[config.mk]
export PLATFORM = sky130hd
export DESIGN_NAME = minmax_tracker
export DESIGN_NICKNAME = d
export VERILOG_FILES = /design/src/rtl/minmax_tracker.sv
export SDC_FILE = /design/constraint.sdc
export NUM_CORES = 1
export LEC_CHECK = 0
export ABC_AREA = 1
export ABC_CLOCK_PERIOD_IN_PS = 1600
export BUFFER_PORTS_ARGS = -buffer_cell sky130_fd_sc_hd__buf_2
export CAP_MARGIN = 20
export CORE_ASPECT_RATIO = 1.4
export CORE_MARGIN = 1
export CORE_UTILIZATION = 45
export DETAILED_ROUTE_END_ITERATION = 10
export PLACE_DENSITY_LB_ADDON = 0.15
export SLEW_MARGIN = 10
export SYNTH_ARGS = -nofsm -noshare
export SYNTH_HDL_FRONTEND = slang
export SYNTH_SLANG_ARGS = --single-unit
[constraint.sdc]
create_clock -name clk -period 1.6 [get_ports clk]
set_input_delay 0.16 -clock clk [delete_from_list [all_inputs] [get_ports clk]]
set_output_delay 0.16 -clock clk [all_outputs]
set_load 0.01 [all_outputs]
[src/rtl/minmax_tracker.sv]
// ---------------------------------------------------------------------------
// minmax_tracker
//
// Watches a framed stream of unsigned N-bit samples. For each frame it
// reports the minimum, the maximum and the number of samples. Results are
// handed to a consumer over a valid/ready handshake.
//
// A single compare datapath (less-than, greater-than, equal) is shared by
// every sample of a frame. One sample can be accepted per clock while
// IDLE or ACCUM.
//
// Optional feature macro: MINMAX_INDEX_EN
//    When defined, min_idx/max_idx ports and registers exist. They report
//    the 0-based position of the first occurrence of the minimum and the
//    maximum within the frame.
//
// Parameters:
//    N      sample width in bits (unsigned)
//    CNT_W  width of the sample counter and index outputs
//
// Ports:
//    clk        rising-edge clock
//    rst_n      asynchronous active-low reset
//    in_valid   sample present
//    in_ready   block accepts a sample (high in IDLE/ACCUM, low in HOLD)
//    in_data    sample value, unsigned
//    in_last    final sample of the frame, qualified by in_valid
//    out_valid  frame result available
//    out_ready  consumer accepts the result
//    min_val    frame minimum
//    max_val    frame maximum
//    count      samples in the frame, saturating at all-ones
//    ovf        count saturated during this frame
//    eq_all     out_valid and min_val == max_val
//    min_idx    index of first minimum (MINMAX_INDEX_EN only)
//    max_idx    index of first maximum (MINMAX_INDEX_EN only)
// ---------------------------------------------------------------------------
module minmax_tracker #(
   parameter int N     = 8,
   parameter int CNT_W = 8
) (
   input  logic             clk,
   input  logic             rst_n,
   input  logic             in_valid,
   output logic             in_ready,
   input  logic [N-1:0]     in_data,
   input  logic             in_last,
   output logic             out_valid,
   input  logic             out_ready,
   output logic [N-1:0]     min_val,
   output logic [N-1:0]     max_val,
   output logic [CNT_W-1:0] count,
   output logic             ovf,
   output logic             eq_all
`ifdef MINMAX_INDEX_EN
   ,
   output logic [CNT_W-1:0] min_idx,
   output logic [CNT_W-1:0] max_idx
`endif
);

   typedef enum logic [1:0] {
      ST_IDLE  = 2'd0,
      ST_ACCUM = 2'd1,
      ST_HOLD  = 2'd2
   } state_t;

   state_t           r_state;
   logic [N-1:0]     r_min;
   logic [N-1:0]     r_max;
   logic [CNT_W-1:0] r_count;
   logic             r_ovf;
   logic             r_outValid;
`ifdef MINMAX_INDEX_EN
   logic [CNT_W-1:0] r_minIdx;
   logic [CNT_W-1:0] r_maxIdx;
`endif

   logic             w_inReady;
   logic             w_accept;
   logic             w_lessThan;
   logic             w_greaterThan;
   logic             w_minMaxEqual;
   logic             w_countFull;
   logic [CNT_W-1:0] w_countInc;

   // in_ready is decoded from state only. This keeps it free of any
   // combinational path from in_valid or out_ready. HOLD back-pressures
   // the source, so no sample is lost while a result is waiting.
   assign w_inReady = (r_state != ST_HOLD);
   assign w_accept  = in_valid & w_inReady;

   // Shared compare datapath. The incoming sample is compared against the
   // running extremes. The equality term compares the two extremes with
   // each other and feeds eq_all.
   assign w_lessThan    = (in_data < r_min);
   assign w_greaterThan = (in_data > r_max);
   assign w_minMaxEqual = (r_min == r_max);

   // The counter saturates at all-ones. w_countFull marks the point where
   // a further accepted sample must hold the count and raise ovf instead.
   assign w_countFull = &r_count;
   assign w_countInc  = r_count + CNT_W'(1);

   // Control FSM and result registers, updated together.
   // IDLE  : the first accepted sample seeds min/max, count = 1, clears
   //         ovf and indices. in_last on that sample goes straight to
   //         HOLD; otherwise the FSM moves to ACCUM.
   // ACCUM : strict compares, so ties keep the earliest value and index.
   //         An index captures the count before it is incremented, which
   //         equals the 0-based position until the counter saturates.
   // HOLD  : the result is presented and held stable until out_ready.
   //         The results are kept after the handshake. The next frame's
   //         first sample overwrites them.
   always_ff @(posedge clk or negedge rst_n) begin
      if (!rst_n) begin
         r_state    <= ST_IDLE;
         r_min      <= '0;
         r_max      <= '0;
         r_count    <= '0;
         r_ovf      <= 1'b0;
         r_outValid <= 1'b0;
`ifdef MINMAX_INDEX_EN
         r_minIdx   <= '0;
         r_maxIdx   <= '0;
`endif
      end else begin
         case (r_state)
            ST_IDLE: begin
               if (w_accept) begin
                  r_min   <= in_data;
                  r_max   <= in_data;
                  r_count <= CNT_W'(1);
                  r_ovf   <= 1'b0;
`ifdef MINMAX_INDEX_EN
                  r_minIdx <= '0;
                  r_maxIdx <= '0;
`endif
                  if (in_last) begin
                     r_state    <= ST_HOLD;
                     r_outValid <= 1'b1;
                  end else begin
                     r_state    <= ST_ACCUM;
                  end
               end
            end

            ST_ACCUM: begin
               if (w_accept) begin
                  if (w_lessThan) begin
                     r_min <= in_data;
`ifdef MINMAX_INDEX_EN
                     r_minIdx <= r_count;
`endif
                  end
                  if (w_greaterThan) begin
                     r_max <= in_data;
`ifdef MINMAX_INDEX_EN
                     r_maxIdx <= r_count;
`endif
                  end
                  if (w_countFull) begin
                     r_ovf <= 1'b1;
                  end else begin
                     r_count <= w_countInc;
                  end
                  if (in_last) begin
                     r_state    <= ST_HOLD;
                     r_outValid <= 1'b1;
                  end
               end
            end

            ST_HOLD: begin
               if (out_ready) begin
                  r_state    <= ST_IDLE;
                  r_outValid <= 1'b0;
               end
            end

            default: begin
               r_state    <= ST_IDLE;
               r_outValid <= 1'b0;
            end
         endcase
      end
   end

   // Output mapping. eq_all is qualified by out_valid, so it only reports
   // a uniform frame while a result is actually being presented.
   assign in_ready  = w_inReady;
   assign out_valid = r_outValid;
   assign min_val   = r_min;
   assign max_val   = r_max;
   assign count     = r_count;
   assign ovf       = r_ovf;
   assign eq_all    = r_outValid & w_minMaxEqual;
`ifdef MINMAX_INDEX_EN
   assign min_idx   = r_minIdx;
   assign max_idx   = r_maxIdx;
`endif

endmodule

==> results of run 1 <==
final cells by class:
cell class / count / area, um2 / share of cell area [%]
flip-flops and latches: 28 / 700.7 / 27.37
well taps: 42 / 52.55 / 2.053
multi-input cells: 165 / 1142 / 44.62
clock buffers: 4 / 55.05 / 2.151
repair buffers: 71 / 470.5 / 18.38
inverters: 37 / 138.9 / 5.425
final timing paths:
kind | from | slack (ns) | cells past startpoint | end
max | max_val[5] | -0.11 | 10 | max_val[3]
min | in_data[0] | 0.13 | 3 | max_val[0]
max reg2reg | max_val[5] | -0.11 | 10 | max_val[3]
min reg2reg | ovf | 0.52 | 2 | ovf
max in group asynchronous | rst_n | 0.73 | 2 | count[1]
min in group asynchronous | rst_n | 0.44 | 2 | min_val[5]
power by group through the flow:
stage | clock (mW) | sequential [mW] | combinational (mW)
floorplan | 0 | 1.21 | 0.830
global placement | 0 | 1.07 | 1.78
detailed placement | 0 | 1.08 | 1.80
CTS | 0.463 | 1.07 | 1.89
global route | 0.490 | 1.12 | 2.70
finish | 0.464 | 1.09 | 2.44
registers in the layout, summed over array words and instances, names as in the netlist:
name       cells
max_val        8
out_valid      1
ovf            1
count          8
r_state        2
min_val        8
stage by stage:
stage                     setup slack [ns]  cell area, um2  util [%]  std cells
final                              -0.1124            2560     69.64        347
after global routing               -0.2172            2560     69.64        347
after CTS                         0.008664            2271     61.78        341
after detailed placement          -0.08776            2172     59.09        335
after global placement            -0.06903            2172     59.09        335
after floorplan                    0.04590            1752         -        231
cells in the final DEF (no fill, tap or decap), drive strengths merged, types with 2 or more instances in the layout:
cell type | synthesis | routed
nand2 | 72 | 72
buf | 1 | 70
inv | 37 | 37
dfrtp | 28 | 28
nand3 | 20 | 20
nor2 | 16 | 16
ha | 16 | 16
a21oi | 12 | 12
o21ai | 11 | 11
o22ai | 6 | 6
clkbuf | 0 | 4
nor3 | 4 | 4
xor2 | 2 | 2
worst min-delay path: stages:
cell,delay [ns]
buf_2,0.12
nand2_1,0.06
nand2_1,0.05
cells by family (layout without fill, tap and decap cells):
kind of cell | count (synthesis) | in the layout
xor gates and xnor gates | 3 | 3
adders and majority gates | 16 | 16
and+or+nand+nor | 114 | 114
AOI/OAI and AO/OA | 32 | 32
buffers and inverters | 38 | 112
DFF | 28 | 28
what timing repair did:
item                                   in CTS  in global routing
pin swaps                                   0                 27
gates resized for setup                     7                 54
hold buffers                                1                  0
endpoints found under the hold margin      28                  0
setup endpoints to repair                  17                 17
buffers inserted                            1                  8
layer usage:
metal	up-vias	GRT usage, %	wire length [um]
li1	897	-	-
met1	881	25.99	2081
met2	55	45.65	2806
met3	13	3.992	181
met4	0	10.83	128
met5	-	0	0
==> reports/metrics.cfg, run 1 <==
[outcome]
status=finished with violations
violations=negative setup slack

[logic_synthesis]
yosysMostFrequentCell=nand2_1
yosys.area.top_type=dfrtp_1
synth_top_area_share_pct=40.00
syn-cell-area_um2=1752
ys_top_cells_by_area=dfrtp_1 (40%), nand2_1 (14%), ha_1 (11%)
synthAdderAreaFrac_pct=11.43
synth_edf_count=0
postSynthAreaPerCell_um2=7.583
synth_nets=260
synth_top_family_by_area=simple AND/OR/NAND/NOR gates
synthXorXnorAreaFrac_pct=1.500
synthMuxAreaShare_pct=0
syn_inst=231
synth.distinct_cells=24
ys_top_cells_by_count=nand2_1 (65), inv_1 (33), dfrtp_1 (28)
ys_seq_area_share_pct=40.00
synth-compound-area-share_pct=10.29
yosys.area_share.simple_pct=28.57
yosys_warnings=0
ys_ff_latch=28
synth-async-reset-ratio_pct=100.0
synthFlopType=dfrtp_1

[sta]
finalMaxSlewViolations=0
fin_hold_ws_ns=0.1332
fin_crit_sh_pct=107.0
period_minus_slack_ns=1.712
finalSetupViolations=8
finClkSkew_ns=0.004885
worstMarginPinSlew_ns=0.6755
slew_headroom_pct=54.97
rsz0062_at_grt=true
finalHoldViolCount=0
worst_slack_ns=-0.1124
clock.fmax_mhz=584.0
fin_setup_tns_ns=-0.8517

[power]
power.total_mw=3.997
leakage_nw=1.321
power.density_nw_per_um2=1561
power_switching_mw=1.711
seqPwrFrac_pct=27.3
p_int_mw=2.285
max-vdd-ir-drop_mv=0.8598
pwr-share-clk_pct=11.6
p_comb_share_pct=61.0
swShare_pct=42.82

[critical_path]
path_max_fanout=8
cp-start-kind=register
cp-end-kind=register
cp.required_ns=1.78
slowest_delay_ns=0.41
critical_path_class=reg -> reg
cp.arrival_ns=1.90
critPathTopFamily=simple AND/OR/NAND/NOR gates
path_common_cell=nand2_1
critPathBufInv=1
path_cells=inv_2 > ha_4 > a21oi_2 > nor2_1 > nor3_2 > nand2_1 > nand2_2 > nand2_4 > nand2_1 > nand2_1
slowest_stage=dfrtp_1

[route]
drtIter0Drc=25
wirelength_mm=5.197
ant_nets=0
drcViolationCount=0
firstDrtPassIters=4
viasPerCell=5.320
avgRoutedWirePerCell_um=14.98
vias=1846

[layout]
final_nets=335
fill_cells=314
syn_to_final_growth_pct=46.14
diodes=0
post_route_cells_drive_above_1_share_pct=45.25

[run]
drv_cap=0

[clock_tree]
root_buffer=clkbuf_8
cts_made_buffers=3
cts.sinks=28
cts_tree=done
clkSlewWorstSetupHoldPaths_ns=0.10
clock_latency_ns=0.28
cts_max_level=1
cts_max_path_buffers=2

[grt]
grt_max_degree=29
grt_pass1_wl_mm=7.279
antenna_found_initial=0
grt_overflow=0
grt_pass1_vias=1662
grtUsageTotal_pct=24.57

[die]
die_w_um=54.73
die_area_um2=4150
rows=26
coreArea_um2=3676
design.portCount=41
start_util_pct=47.65
die_y_um=75.82

[placed_design]
port_buffers=40
gp_congestion=0.9099
hpwl_mm=3.552

[min_path]
hp-class=in -> reg

Note: power is estimated with default switching activity, not from simulation.
==> run 2: changes to the inputs <==
- CTS_BUF_LIST: not set -> sky130_fd_sc_hd__clkbuf_16
- HOLD_SLACK_MARGIN: not set -> 0.12
==> run 2 against run 1 <==
Against the previous run: the flow still finishes with violations (negative setup slack); sequential power is essentially flat; final cell count shrank 0.29%; total power grew 0.45%; clock skew shrank 0.00078 ns; clock power grew 28%; worst setup slack gained 0.11 ns; sequential share of layout area grew 0.28 points; wire length shrank 0.79%; first-iteration DRC count grew 64%; fmax grew 6.7%; utilization shrank 0.58 points; critical path type unchanged.
==> reports/metrics.cfg, run 2 (synthesis gave the netlist of run 1 again) <==
[outcome]
status=finished with violations
violations=negative setup slack

[sta]
fin_hold_ws_ns=0.1513
rsz0062_at_grt=true
period_minus_slack_ns=1.605
finalMaxSlewViolations=0
slew_headroom_pct=55.54
fin_crit_sh_pct=100.3
finClkSkew_ns=0.004108
finalSetupViolations=1
clock.fmax_mhz=623.1
finalHoldViolCount=0
worst_slack_ns=-0.004904
worstMarginPinSlew_ns=0.6669

[clock_tree]
cts.sinks=28
clkSlewWorstSetupHoldPaths_ns=0.07
root_buffer=clkbuf_16
clock_latency_ns=0.27
cts_max_path_buffers=2
cts_max_level=1
cts_made_buffers=3
cts_tree=done

[grt]
grt_pass1_vias=1656
grt_max_degree=29
grt_overflow=0
grtUsageTotal_pct=24.53
grt_pass1_wl_mm=7.272
antenna_found_initial=0

[die]
design.portCount=41
die_area_um2=4150
coreArea_um2=3676
die_y_um=75.82
die_w_um=54.73
rows=26
start_util_pct=47.65

[critical_path]
cp.arrival_ns=1.77
cp-start-kind=register
cp-end-kind=register
path_max_fanout=8
critical_path_class=reg -> reg
cp.required_ns=1.76

[route]
viasPerCell=5.309
topRoutingLayerUsed=met4
met2_length_mm=2.820
ant_nets=0
avgRoutedWirePerCell_um=14.90
vias=1837
met3WireLength_um=230
drcViolationCount=0
firstDrtPassIters=4
wirelength_mm=5.156
met1_length_mm=1.970
drtIter0Drc=41

[layout]
diodes=0
multi_input_area_um2=1119
mostFrequentLayoutCell=nand2_1
syn_to_final_growth_pct=44.93
post_route_cells_drive_above_1_share_pct=42.11
final_nets=334
final_cell_area_um2=2539
fill_cells=308
regArea_um2=701.9
final_cell_mix=nand2_1 (55), buf_2 (40), dfrtp_1 (27), buf_4 (26), inv_1 (23)

[placed_design]
hpwl_mm=3.552
port_buffers=40
place_ws_ns=-0.08776
dpl_cell_area_um2=2172
gp_congestion=0.9099

[power]
leakage_nw=1.310
power.density_nw_per_um2=1581
max-vdd-ir-drop_mv=0.8927

[min_path]
hp-class=in -> reg

[run]
drv_cap=0

-- run 2: cell count changes in the layout (fill, tap and decap cells not counted), sizes merged --
cell	before	now
clkinv	0	1
clkbuf	4	3
buf	70	69
-- run 2: worst max-delay path: stages, from the launching register on --
cell and delay [ns]:
dfrtp_1 0.40, inv_2 0.08, ha_4 0.20, a21oi_2 0.11, nor2_1 0.06, nor3_2 0.17
nand2_1 0.09, nand2_2 0.11, nand2_4 0.11, nand2_2 0.10, nand2_1 0.05
-- run 2: metrics by stage --
stage | power [mW] | utilization [%] | TNS [ns] | std cells
final | 4.015 | 69.06 | -0.004904 | 346
after global routing | 4.317 | 69.06 | -1.081 | 346
after CTS | 3.536 | 62.22 | 0 | 341
after detailed placement | 2.880 | 59.09 | -0.8128 | 335
after global placement | 2.849 | 59.09 | -0.7181 | 335
after floorplan | 2.044 | - | 0 | 231
-- run 2: timing repair --
item                                   CTS  global route
buffers inserted                         1             6
endpoints found under the hold margin   28             0
setup endpoints to repair               16            17
pin swaps                                0            21
gates resized for setup                  5            43
hold buffers                             1             0
-- run 2: cell type report --
class,instances,share of cell area (%)
Multi-Input combinational cell,165,44.06
Clock buffer,3,2.957
Inverter,37,5.471
Timing Repair Buffer,70,17.64
Tap cell,42,2.070
Clock inverter,1,0.1479
Sequential cell,28,27.65
-- run 2: final timing paths --
check | cells past startpoint | slack, ns | startpoint | end
worst max-delay path | 10 | -0.005 | max_val[5] | max_val[2]
worst min-delay path | 3 | 0.15 | in_data[0] | max_val[0]
worst max register to register | 10 | -0.005 | max_val[5] | max_val[2]
worst min register to register | 2 | 0.52 | ovf | ovf
max in group asynchronous | 2 | 0.68 | rst_n | min_val[4]
min in group asynchronous | 2 | 0.46 | rst_n | min_val[2]
-- run 2: where the power goes --
| part | leakage (nW) | internal (mW) | switching [mW] | total, mW |
|---|---|---|---|---|
| sequential | 0.354 | 0.917 | 0.181 | 1.10 |
| combinational | 0.917 | 1.09 | 1.23 | 2.32 |
| clock | 0.0385 | 0.336 | 0.258 | 0.594 |
| total | 1.31 | 2.35 | 1.67 | 4.01 |
-- run 2: metal layers --
layer | vias up | GRT usage, %
met5 | - | 0
met4 | 0 | 9.402
met3 | 16 | 4.591
met2 | 55 | 45.11
met1 | 869 | 26.61
li1 | 897 | -
